[src/rtl/overlay_fetch_blend.sv]
// rtl/overlay_fetch_blend.sv - SDRAM overlay prefetch FIFO and beam compositor
//
// Streams RGBA4444 overlay words from SDRAM into a prefetch FIFO. On each
// active-video ce_pix it pops one word and composites it with the vector
// beam colour.
//
// Optional feature macro: OVERLAY_TINT_EN (builds the mode[2] white-tint path).
//
// Parameters:
//   ADDR_W      SDRAM byte-address width
//   FIFO_DEPTH  prefetch depth in 16-bit words (power of two, 4..256)
//   BASE_ADDR   byte address of the first overlay pixel (even)
//
// Ports:
//   clk_sys              system clock, rising edge
//   reset                asynchronous active-high reset
//   enable               overlay present; 0 flushes and blanks the background
//   ce_pix               pixel-rate enable
//   hblank, vblank       blanking; active video is ~(hblank|vblank)
//   mem_rd               one-cycle read request pulse
//   mem_addr             read address, held until mem_ready
//   mem_ready, mem_data  read response pulse and pixel word {a,b,g,r}
//   fg_r, fg_g, fg_b     beam colour
//   mode                 [0] alpha-darken, [1] overlay-coloured beam, [2] tint
//   out_r, out_g, out_b  registered composited pixel
//   underflow            sticky empty-pop flag, cleared at frame restart
`timescale 1ns/1ps
module overlay_fetch_blend #(
   parameter int                ADDR_W     = 25,
   parameter int                FIFO_DEPTH = 16,
   parameter logic [ADDR_W-1:0] BASE_ADDR  = '0
) (
   input  logic              clk_sys,
   input  logic              reset,
   input  logic              enable,
   input  logic              ce_pix,
   input  logic              hblank,
   input  logic              vblank,
   output logic              mem_rd,
   output logic [ADDR_W-1:0] mem_addr,
   input  logic              mem_ready,
   input  logic [15:0]       mem_data,
   input  logic [7:0]        fg_r,
   input  logic [7:0]        fg_g,
   input  logic [7:0]        fg_b,
   input  logic [2:0]        mode,
   output logic [7:0]        out_r,
   output logic [7:0]        out_g,
   output logic [7:0]        out_b,
   output logic              underflow
);

   localparam int PTR_W = $clog2(FIFO_DEPTH);
   localparam int CNT_W = PTR_W + 1;
   localparam logic [CNT_W-1:0]  DEPTH_C   = CNT_W'(FIFO_DEPTH);
   localparam logic [CNT_W-1:0]  CNT_ONE   = CNT_W'(1);
   localparam logic [PTR_W-1:0]  PTR_ONE   = PTR_W'(1);
   localparam logic [ADDR_W-1:0] ADDR_STEP = ADDR_W'(2);

   // {c,c} maps 4-bit 0..15 onto 8-bit 0..255 exactly.
   function automatic logic [7:0] expand(input logic [3:0] c);
      return {c, c};
   endfunction

   // Rounded c*a/15, done as (c*a*17+128)>>8 to avoid a divider.
   function automatic logic [3:0] alpha_scale(input logic [3:0] c, input logic [3:0] a);
      logic [11:0] prod;
      prod = {8'h00, c} * {8'h00, a} * 12'd17 + 12'd128;
      return prod[11:8];
   endfunction

   function automatic logic [7:0] blend_ch(
      input logic [3:0] c,
      input logic [3:0] a,
      input logic [7:0] fg_c,
      input logic       fg_active,
      input logic       bg_present,
      input logic [1:0] mode_lo
   );
      logic [7:0] res;
      if (!fg_active)
         res = mode_lo[0] ? expand(alpha_scale(c, a)) : expand(c);
      else if (mode_lo[1] && bg_present)
         res = expand(c);
      else
         res = fg_c;
      return res;
   endfunction

`ifdef OVERLAY_TINT_EN
   // Moves x three quarters of the way to white; x + 0.75*(255-x) <= 255.
   function automatic logic [7:0] tint(input logic [7:0] x);
      logic [7:0] inv;
      inv = 8'd255 - x;
      return x + {1'b0, inv[7:1]} + {2'b00, inv[7:2]};
   endfunction
`endif

   // FIFO storage and bookkeeping
   logic [15:0]      fifo_mem [FIFO_DEPTH];
   logic [PTR_W-1:0] wr_ptr;
   logic [PTR_W-1:0] rd_ptr;
   logic [CNT_W-1:0] count;

   // Fetch state
   logic outstanding;
   logic stale;
   logic vblank_q;

   logic active;
   logic restart;
   logic pop;
   logic fifo_empty;
   logic do_pop;
   logic take_resp;
   logic push;
   logic flush;
   logic issue;

   assign active     = ~(hblank | vblank);
   assign restart    = ce_pix & vblank & ~vblank_q;
   assign pop        = ce_pix & active & enable;
   assign fifo_empty = (count == '0);
   assign do_pop     = pop & ~fifo_empty;
   // A response only counts if a read is actually outstanding; a response
   // landing on the restart edge belongs to the old frame and is dropped.
   assign take_resp  = mem_ready & outstanding;
   assign push       = take_resp & ~stale & ~restart & enable;
   assign flush      = restart | ~enable;
   assign issue      = enable & ~outstanding & (count < DEPTH_C);

   always_ff @(posedge clk_sys or posedge reset) begin
      if (reset) begin
         mem_rd      <= 1'b0;
         mem_addr    <= BASE_ADDR;
         outstanding <= 1'b0;
         stale       <= 1'b0;
      end else begin
         mem_rd <= issue;
         if (issue)
            outstanding <= 1'b1;
         else if (take_resp)
            outstanding <= 1'b0;

         // A read still in flight at restart must not land in the new frame.
         if (take_resp)
            stale <= 1'b0;
         else if (restart && outstanding)
            stale <= 1'b1;

         if (restart)
            mem_addr <= BASE_ADDR;
         else if (push)
            mem_addr <= mem_addr + ADDR_STEP;
      end
   end

   always_ff @(posedge clk_sys) begin
      if (push)
         fifo_mem[wr_ptr] <= mem_data;
   end

   always_ff @(posedge clk_sys or posedge reset) begin
      if (reset) begin
         wr_ptr <= '0;
         rd_ptr <= '0;
         count  <= '0;
      end else if (flush) begin
         wr_ptr <= '0;
         rd_ptr <= '0;
         count  <= '0;
      end else begin
         if (push)
            wr_ptr <= wr_ptr + PTR_ONE;
         if (do_pop)
            rd_ptr <= rd_ptr + PTR_ONE;
         case ({push, do_pop})
            2'b10:   count <= count + CNT_ONE;
            2'b01:   count <= count - CNT_ONE;
            default: count <= count;
         endcase
      end
   end

   always_ff @(posedge clk_sys or posedge reset) begin
      if (reset) begin
         vblank_q  <= 1'b0;
         underflow <= 1'b0;
      end else begin
         if (ce_pix)
            vblank_q <= vblank;
         if (restart)
            underflow <= 1'b0;
         else if (pop && fifo_empty)
            underflow <= 1'b1;
      end
   end

   // Compositing; an empty pop or a disabled overlay shows word 0.
   logic [15:0] pix_word;
   logic        fg_on;
   logic        bg_nz;
   logic [7:0]  next_r;
   logic [7:0]  next_g;
   logic [7:0]  next_b;

   assign pix_word = do_pop ? fifo_mem[rd_ptr] : 16'h0000;
   assign fg_on    = |{fg_r, fg_g, fg_b};
   assign bg_nz    = |pix_word[11:0];

   always_comb begin
      next_r = blend_ch(pix_word[3:0],  pix_word[15:12], fg_r, fg_on, bg_nz, mode[1:0]);
      next_g = blend_ch(pix_word[7:4],  pix_word[15:12], fg_g, fg_on, bg_nz, mode[1:0]);
      next_b = blend_ch(pix_word[11:8], pix_word[15:12], fg_b, fg_on, bg_nz, mode[1:0]);
`ifdef OVERLAY_TINT_EN
      // Only a bright beam (judged on red) is pushed toward white.
      if (fg_on && mode[2] && (fg_r > 8'd108)) begin
         next_r = tint(next_r);
         next_g = tint(next_g);
         next_b = tint(next_b);
      end
`endif
   end

`ifndef OVERLAY_TINT_EN
   logic unused_tint_mode;
   assign unused_tint_mode = mode[2];
`endif

   always_ff @(posedge clk_sys or posedge reset) begin
      if (reset) begin
         out_r <= 8'h00;
         out_g <= 8'h00;
         out_b <= 8'h00;
      end else if (ce_pix) begin
         if (active) begin
            out_r <= next_r;
            out_g <= next_g;
            out_b <= next_b;
         end else begin
            out_r <= 8'h00;
            out_g <= 8'h00;
            out_b <= 8'h00;
         end
      end
   end

endmodule

[config.mk]
export PLATFORM = sky130hd
export DESIGN_NAME = overlay_fetch_blend
export DESIGN_NICKNAME = d
export VERILOG_FILES = /design/src/rtl/overlay_fetch_blend.sv
export SDC_FILE = /design/constraint.sdc
export NUM_CORES = 1
export LEC_CHECK = 0
export CAP_MARGIN = 5
export CORE_MARGIN = 4
export CORE_UTILIZATION = 30
export CTS_CLUSTER_SIZE = 14
export DETAILED_ROUTE_END_ITERATION = 6
export GPL_TIMING_DRIVEN = 0
export PLACE_DENSITY_LB_ADDON = 0.25
export SETUP_SLACK_MARGIN = 0.3
export SKIP_CTS_REPAIR_TIMING = 1
export SLEW_MARGIN = 20
export SYNTH_ARGS = -nofsm -noshare
export SYNTH_HDL_FRONTEND = slang
export SYNTH_SLANG_ARGS = --single-unit
[constraint.sdc]
create_clock -name clk_sys -period 9.99 [get_ports clk_sys]
set_clock_uncertainty 0.2 [all_clocks]
set_input_delay 1.4985 -clock clk_sys [delete_from_list [all_inputs] [get_ports clk_sys]]
set_output_delay 1.4985 -clock clk_sys [all_outputs]
set_load 0.1 [all_outputs]
# Yosys cells after proc, flatten, opt, wreduce, memory -nomap -nowiden
# Memory sizes are Yosys's and may differ from the RTL's.
# Cells that the tools add are included.
# op_classes
n_reduce_logical	13
n_lt_le_gt_ge	1
n_eq_ne	2
add_sub_neg	8
n_mul	6
mux	29
n_bitwise	20
# ops
cell	count
$mux W8	12
$mux W25	2
$add A12 B8 Y12 const B	3
$mul A8 B5 Y12 const B	3
$add A25 B2 Y25 const B	1
$mul A4 B4 Y8	3
$reduce_or A24 Y1	1
$mux W16	1
$mux W4	4
$reduce_bool A2 Y1	6
$reduce_or A12 Y1	1
$and A1 B1 Y1	11
$pmux W5 S2	1
$add A4 B1 Y4 const B	2
$mux W1	8
$not A1 Y1	7
$add A5 B1 Y5 const B	1
$logic_not A5 Y1	1
$lt A5 B5 Y1 const B	1
$mux W5	1
$sub A5 B1 Y5 const B	1
$logic_and A1 B1 Y1	3
$reduce_bool A3 Y1	1
$eq A2 B1 Y1 const B	1
2 further kinds	3
# word_totals
elab_cells	92
ramBits	256
ff_bits	67
mem_count	1
out_inout_bits	51
inputBits	50
# memory_table
memory	words	width	read_ports	rd_ports_with_merged_regs	wr	line_no	source
fifo_mem	16	16	1	0	1	100	logic [15:0] fifo_mem [FIFO_DEPTH];

# Depth between registers and ports, before layout
# Gate-level depths: netlist (run 1).
# depth
ltp_word	12
ltp_mapped	29
mapped_depth_nobuf	26

# Worst setup path before layout (run 1)
# Ideal clock, no wire load.
# synth_timing
path_kind	input -> register
from	in vblank
to	reg out_g[3]
t_required_ps	9654
cell_stages	26
setup_time_ps	136
arrival_ps	7463
path_buffers	3
path_slack_ps	2191
path_cell_list	nor3b_2 -> o211a_1 -> buf_2 -> buf_1 -> clkbuf_1 -> nand3_1 -> fa_1 -> inv_1 -> fa_1 -> ha_1 -> a21o_1 -> a21oi_1 -> o21bai_1 -> a21oi_1 -> xnor2_1 -> ha_1 -> ha_1 -> ha_1 -> and3_1 -> and3_1 -> and4_1 -> o2111ai_1 -> a31oi_1 -> or3_1 -> a21oi_1 -> o41ai_2
# synth_between
elab_chain_cells	12
elab_cells_between_ends	15
cone_classes	1 x add/sub; 2 x mul; 5 x mux; 5 x bitwise; 2 x reduce/logical
# synth_rtl
element	line_no	source
from (decl)	38	input logic vblank,
$or A1 B1 Y1 *	120	assign active = ~(hblank | vblank);
$not A1 Y1	120	
$and A1 B1 Y1 (2 in series)	122	assign pop = ce_pix & active & enable;
$and A1 B1 Y1	124	assign do_pop = pop & ~fifo_empty;
$mux W16	207	assign pix_word = do_pop ? fifo_mem[rd_ptr] : 16'h0000;
$mul A4 B4 Y8	68	prod = {8'h00, c} * {8'h00, a} * 12'd17 + 12'd128;
$mul A8 B5 Y12	68	
$add A12 B8 Y12	68	
$mux W8	82	res = mode_lo[0] ? expand(alpha_scale(c, a)) : expand(c);
$mux W8	81	if (!fg_active)
$mux W8 *	236	if (active) begin
to (signal assigned)	238	out_g <= next_g;
to (decl)	48	output logic [7:0] out_g,
# Mark *: on every way between the ends. The rest lies on a longest branch, timed or not.
# A chain may end at the register's enable or synchronous reset.

# Worst setup path after layout (run 1)
# layout_timing
from	in vblank
to	reg out_g[7]
# Same word-level chain as after synthesis.

==> impl_summary.txt, run 1 <==
----------------------------------------------------
[Yosys]
  Distinct cell type count after synthesis ... 77
  Post-Syn Area ... 15900 um^2
  Number of synthesized flops with an enable pin ... 256
  Share of synthesized registers carrying an async set or reset ... 20.5%
  Largest cells by area after synthesis ... edfxtp_1 (48%), dfrtp_1 (10%), mux4_2 (8.4%)
  Dominant register cell in the synthesized netlist ... edfxtp_1
  Post-Synthesis Mean Instance Area ... 14.2 um^2
  YS warnings ... 0
  Synth Register Bits ... 322
  Cell accounting for the most synthesized area ... edfxtp_1
  Syn nets ... 1268
  Cell count after synthesis ... 1124
  Sequential-to-total area share from yosys stat ... 58.7%
  Yosys top cell area share ... 48.3%

[Detailed routing]
  Post-route antenna net violation count ... 0
  1st-iter DRT viols ... 785
  Drt via density ... 5.04
  Detailed-route wire length ... 43.1 mm
  Post-DR wirelength/cell ... 21.8 um
  Number of vias after detailed routing ... 9959
  DRC Markers ... 0
  Number of detailed-route iterations in the first pass ... 5

[Die]
  Height of the chip ... 238 um
  Effective utilization at floorplan ... 30.3%
  Area of the core ... 52600 um^2
  I/O Pins ... 101
  Count of standard-cell rows ... 84
  Die area ... 56800 um^2
  Die X-Extent ... 238 um

[Timing]
  Finish-stage setup viols ... 0
  Min cycle time layout ... 9030 ps
  Period Utilization, post-route ... 90.4%
  RSZ-0062 raised after global routing ... false
  Max Clk Rate ... 111 MHz
  Tightest slew margin relative to the limit ... 30.6%
  Final setup TNS ... 0 ps
  Worst-margin pin slew ... 1010 ps
  Number of pins with negative max-slew slack in the final report ... 0
  Number of endpoints with negative hold slack in the final report ... 0

[Worst setup path]
  Length in cells of the worst reg-to-reg path ... 29
  Critical path launch point type ... input pin
  Instance count on the critical path ... 27
  Worst setup EP type ... register
  Critical path start-end classification ... input pin to register
  Data arrival time of the critical path ... 9230 ps
  CP peak stage delay ... 560 ps
  Most used cell, CP ... ha_1
  Largest fanout of any net on the critical path ... 10
  Highest-delay cell along the critical path ... fa_1
  CP Data Required Time ... 10190 ps
  Kind of cell adding the most delay to the critical path ... adder cells
  Combined buffer and inverter count along the critical path ... 5

[Cells and area]
  Area added between synthesis and finish ... 19.3%
  Inserted Diodes ... 0
  Post-route design area ... 19000 um^2
  Final layout net count ... 1407
  Fraction of the core area covered by cells at the end of the flow ... 36.1%
  Fraction of final layout cells sized beyond drive strength 1 ... 14.3%

[Flow run]
  Max-cap check violation count ... 0

[Power]
  Total power per unit cell area ... 158 nW/um^2
  Largest vdd supply drop ... 0.117 mV
  Reported leakage power ... 0.00707 uW

[GRT]
  Wire length of the first global-routing pass ... 65.0 mm
  Number of global-route vias before repair ... 10300
  Largest net degree at the start of global routing ... 43
  All-layer global routing usage ... 15.0%
  Overflow left after global routing ... 0
  Antenna violations before repair ... 0

[Worst hold path]
  Class of the tightest hold or removal check ... register to register
  Number of cells traversed by the worst hold path ... 1

[Clock network]
  Cts bufs inserted ... 37
  H-tree level count ... 2
  Maximum count of clock buffers along a single path ... 3
  Clock slew seen by the registers of the worst setup and hold paths ... 50 ps
  Worst skew pair latency ... 540 ps
  CTS tree ... done
  Buffer cell driving the clock tree root ... clkbuf_16
  Clock Sinks ... 322

[Placed design]
  Total half-perimeter wirelength after legalization and detailed placement ... 29.3 mm
  Placed cell areas ... 17800 um^2
  Gp weighted congestion ... 0.804
  PortBufs ... 97

[Run status]
  Run status ... finished clean

----------------------------------------------------
-- synth_stat cells, types with 8 or more instances --
library cell and number:
nor4_1 8, mux4_2 59, nor3_1 16, dfrtp_1 66
inv_1 50, o2bb2ai_1 12, xor2_1 19, a22oi_1 15
and3_1 20, o21ai_0 26, fa_1 13, a21oi_1 47
xnor2_1 22, nor2_1 69, buf_2 11, or2_2 9
nor2b_1 9, clkbuf_1 17, edfxtp_1 256, nand2_1 73
and2_1 23, ha_1 81, nand3_1 17, mux2i_1 32
a21o_1 10, nand4_1 9, or3_1 12
-- kinds of logic (layout without fill, tap and decap cells) --
family	after synthesis	count (layout)	share of synthesized area (%)
other	1	1	0.0236
AND/OR/NAND/NOR	291	291	9.28
flip-flops	322	322	58.7
buffers and inverters	98	263	2.87
XOR/XNOR	41	41	2.26
adder cells (fa/ha/maj)	94	94	8.01
multiplexers	98	98	10.9
AO/OA/AOI/OAI	179	179	8.01
-- power by group --
| part | switching, uW | internal (uW) | leakage [uW] | total, uW |
|---|---|---|---|---|
| Sequential | 14.2 | 1470 | 0.00320 | 1480 |
| Combinational | 159 | 64.8 | 0.00330 | 224 |
| Clock | 538 | 760 | 0.000568 | 1300 |
| Total | 711 | 2290 | 0.00707 | 3000 |
-- cell usage in the layout (no fill, tap or decap), types with 32 or more instances in the layout --
cell	synthesis	layout
ha_1	81	81
nor2_1	69	69
dfrtp_1	66	66
mux2i_1	32	32
nand2_1	73	73
a21oi_1	47	47
inv_1	50	49
clkdlybuf4s50_1	0	97
clkbuf_16	0	38
mux4_2	59	59
edfxtp_1	256	256
-- final timing paths --
path | start | to | slack, ps
worst max-delay path | vblank | out_g[7] | 960
worst min register to register | out_g[1] | out_g[1] | 290
min in group asynchronous | reset | out_g[7] | 1100
worst min-delay path | out_g[1] | out_g[1] | 290
max in group asynchronous | reset | mem_addr[15] | 7960
worst max register to register | rd_ptr[1] | out_g[7] | 1570
-- registers in the layout, summed over array words and instances, names as in the netlist --
name and flops:
wr_ptr 4, out_b 8, out_g 8, mem_addr 24
vblank_q 1, mem_rd 1, underflow 1, outstanding 1
stale 1, rd_ptr 4, out_r 8, count 5
fifo_mem 256
-- stage by stage --
stage	instances	total power [uW]	setup WS [ps]	hold slack, ps
6_report	1977	3000	959	289
5_1_grt	1977	3110	426	310
4_1_cts	1976	3040	768	292
3_5_place_dp	1911	1730	212	276
3_3_place_gp	1909	1730	260	276
2_1_floorplan	1124	1640	2190	297
-- worst register-to-register path, delay by kind of cell, from the launching register on --
| family | cells | cell delay, ps |
|---|---|---|
| mux | 2 | 930 |
| fa+ha+maj | 6 | 2030 |
| xor+xnor | 1 | 220 |
| buf+inv | 6 | 1650 |
| flops | 1 | 440 |
| simple gates | 6 | 1360 |
| compound gates | 8 | 1450 |
-- routing by layer --
metal  vias up  share of wire [%]  wire length, um  GRT usage (%)
met5         -                  0                0              0
met4         0                2.3              971           3.25
met3        60                5.1             2190           2.46
met2       272                 46            20000           24.7
met1      5030                 46            19900           21.0
li1       4597                  -                -              -
-- cell type report --
type                    count  area (um^2)
plain buffers              46          262
inverters                  52          198
clock buffers              48          998
flip-flops and latches    322         9340
well taps                 688          861
multi-input cells         704         6140
repair buffers            100         1030
clock inverters            17          154
fillers                  5063        33600
Note: power is estimated with default switching activity, not from simulation.
==> run 2, diff against run 1 <==
--- a/config.mk
+++ b/config.mk
@@ -12,7 +12,7 @@
 export DETAILED_ROUTE_END_ITERATION = 6
 export GPL_TIMING_DRIVEN = 0
 export PLACE_DENSITY_LB_ADDON = 0.25
-export SETUP_SLACK_MARGIN = 0.3
+export SETUP_SLACK_MARGIN = 0.4
 export SKIP_CTS_REPAIR_TIMING = 1
 export SLEW_MARGIN = 20
 export SYNTH_ARGS = -nofsm -noshare
==> results of run 2 <==
No change in the layout: final DEF, timing and power equal those of run 1.
==> run 3, diff against run 2 <==
--- a/config.mk
+++ b/config.mk
@@ -5,12 +5,14 @@
 export SDC_FILE = /design/constraint.sdc
 export NUM_CORES = 1
 export LEC_CHECK = 0
+export ABC_AREA = 0
 export CAP_MARGIN = 5
 export CORE_MARGIN = 4
 export CORE_UTILIZATION = 30
 export CTS_CLUSTER_SIZE = 14
 export DETAILED_ROUTE_END_ITERATION = 6
 export GPL_TIMING_DRIVEN = 0
+export HOLD_SLACK_MARGIN = 0.06
 export PLACE_DENSITY_LB_ADDON = 0.25
 export SETUP_SLACK_MARGIN = 0.4
 export SKIP_CTS_REPAIR_TIMING = 1
==> results of run 3 <==
No change in the layout: final DEF, timing and power equal those of run 1.
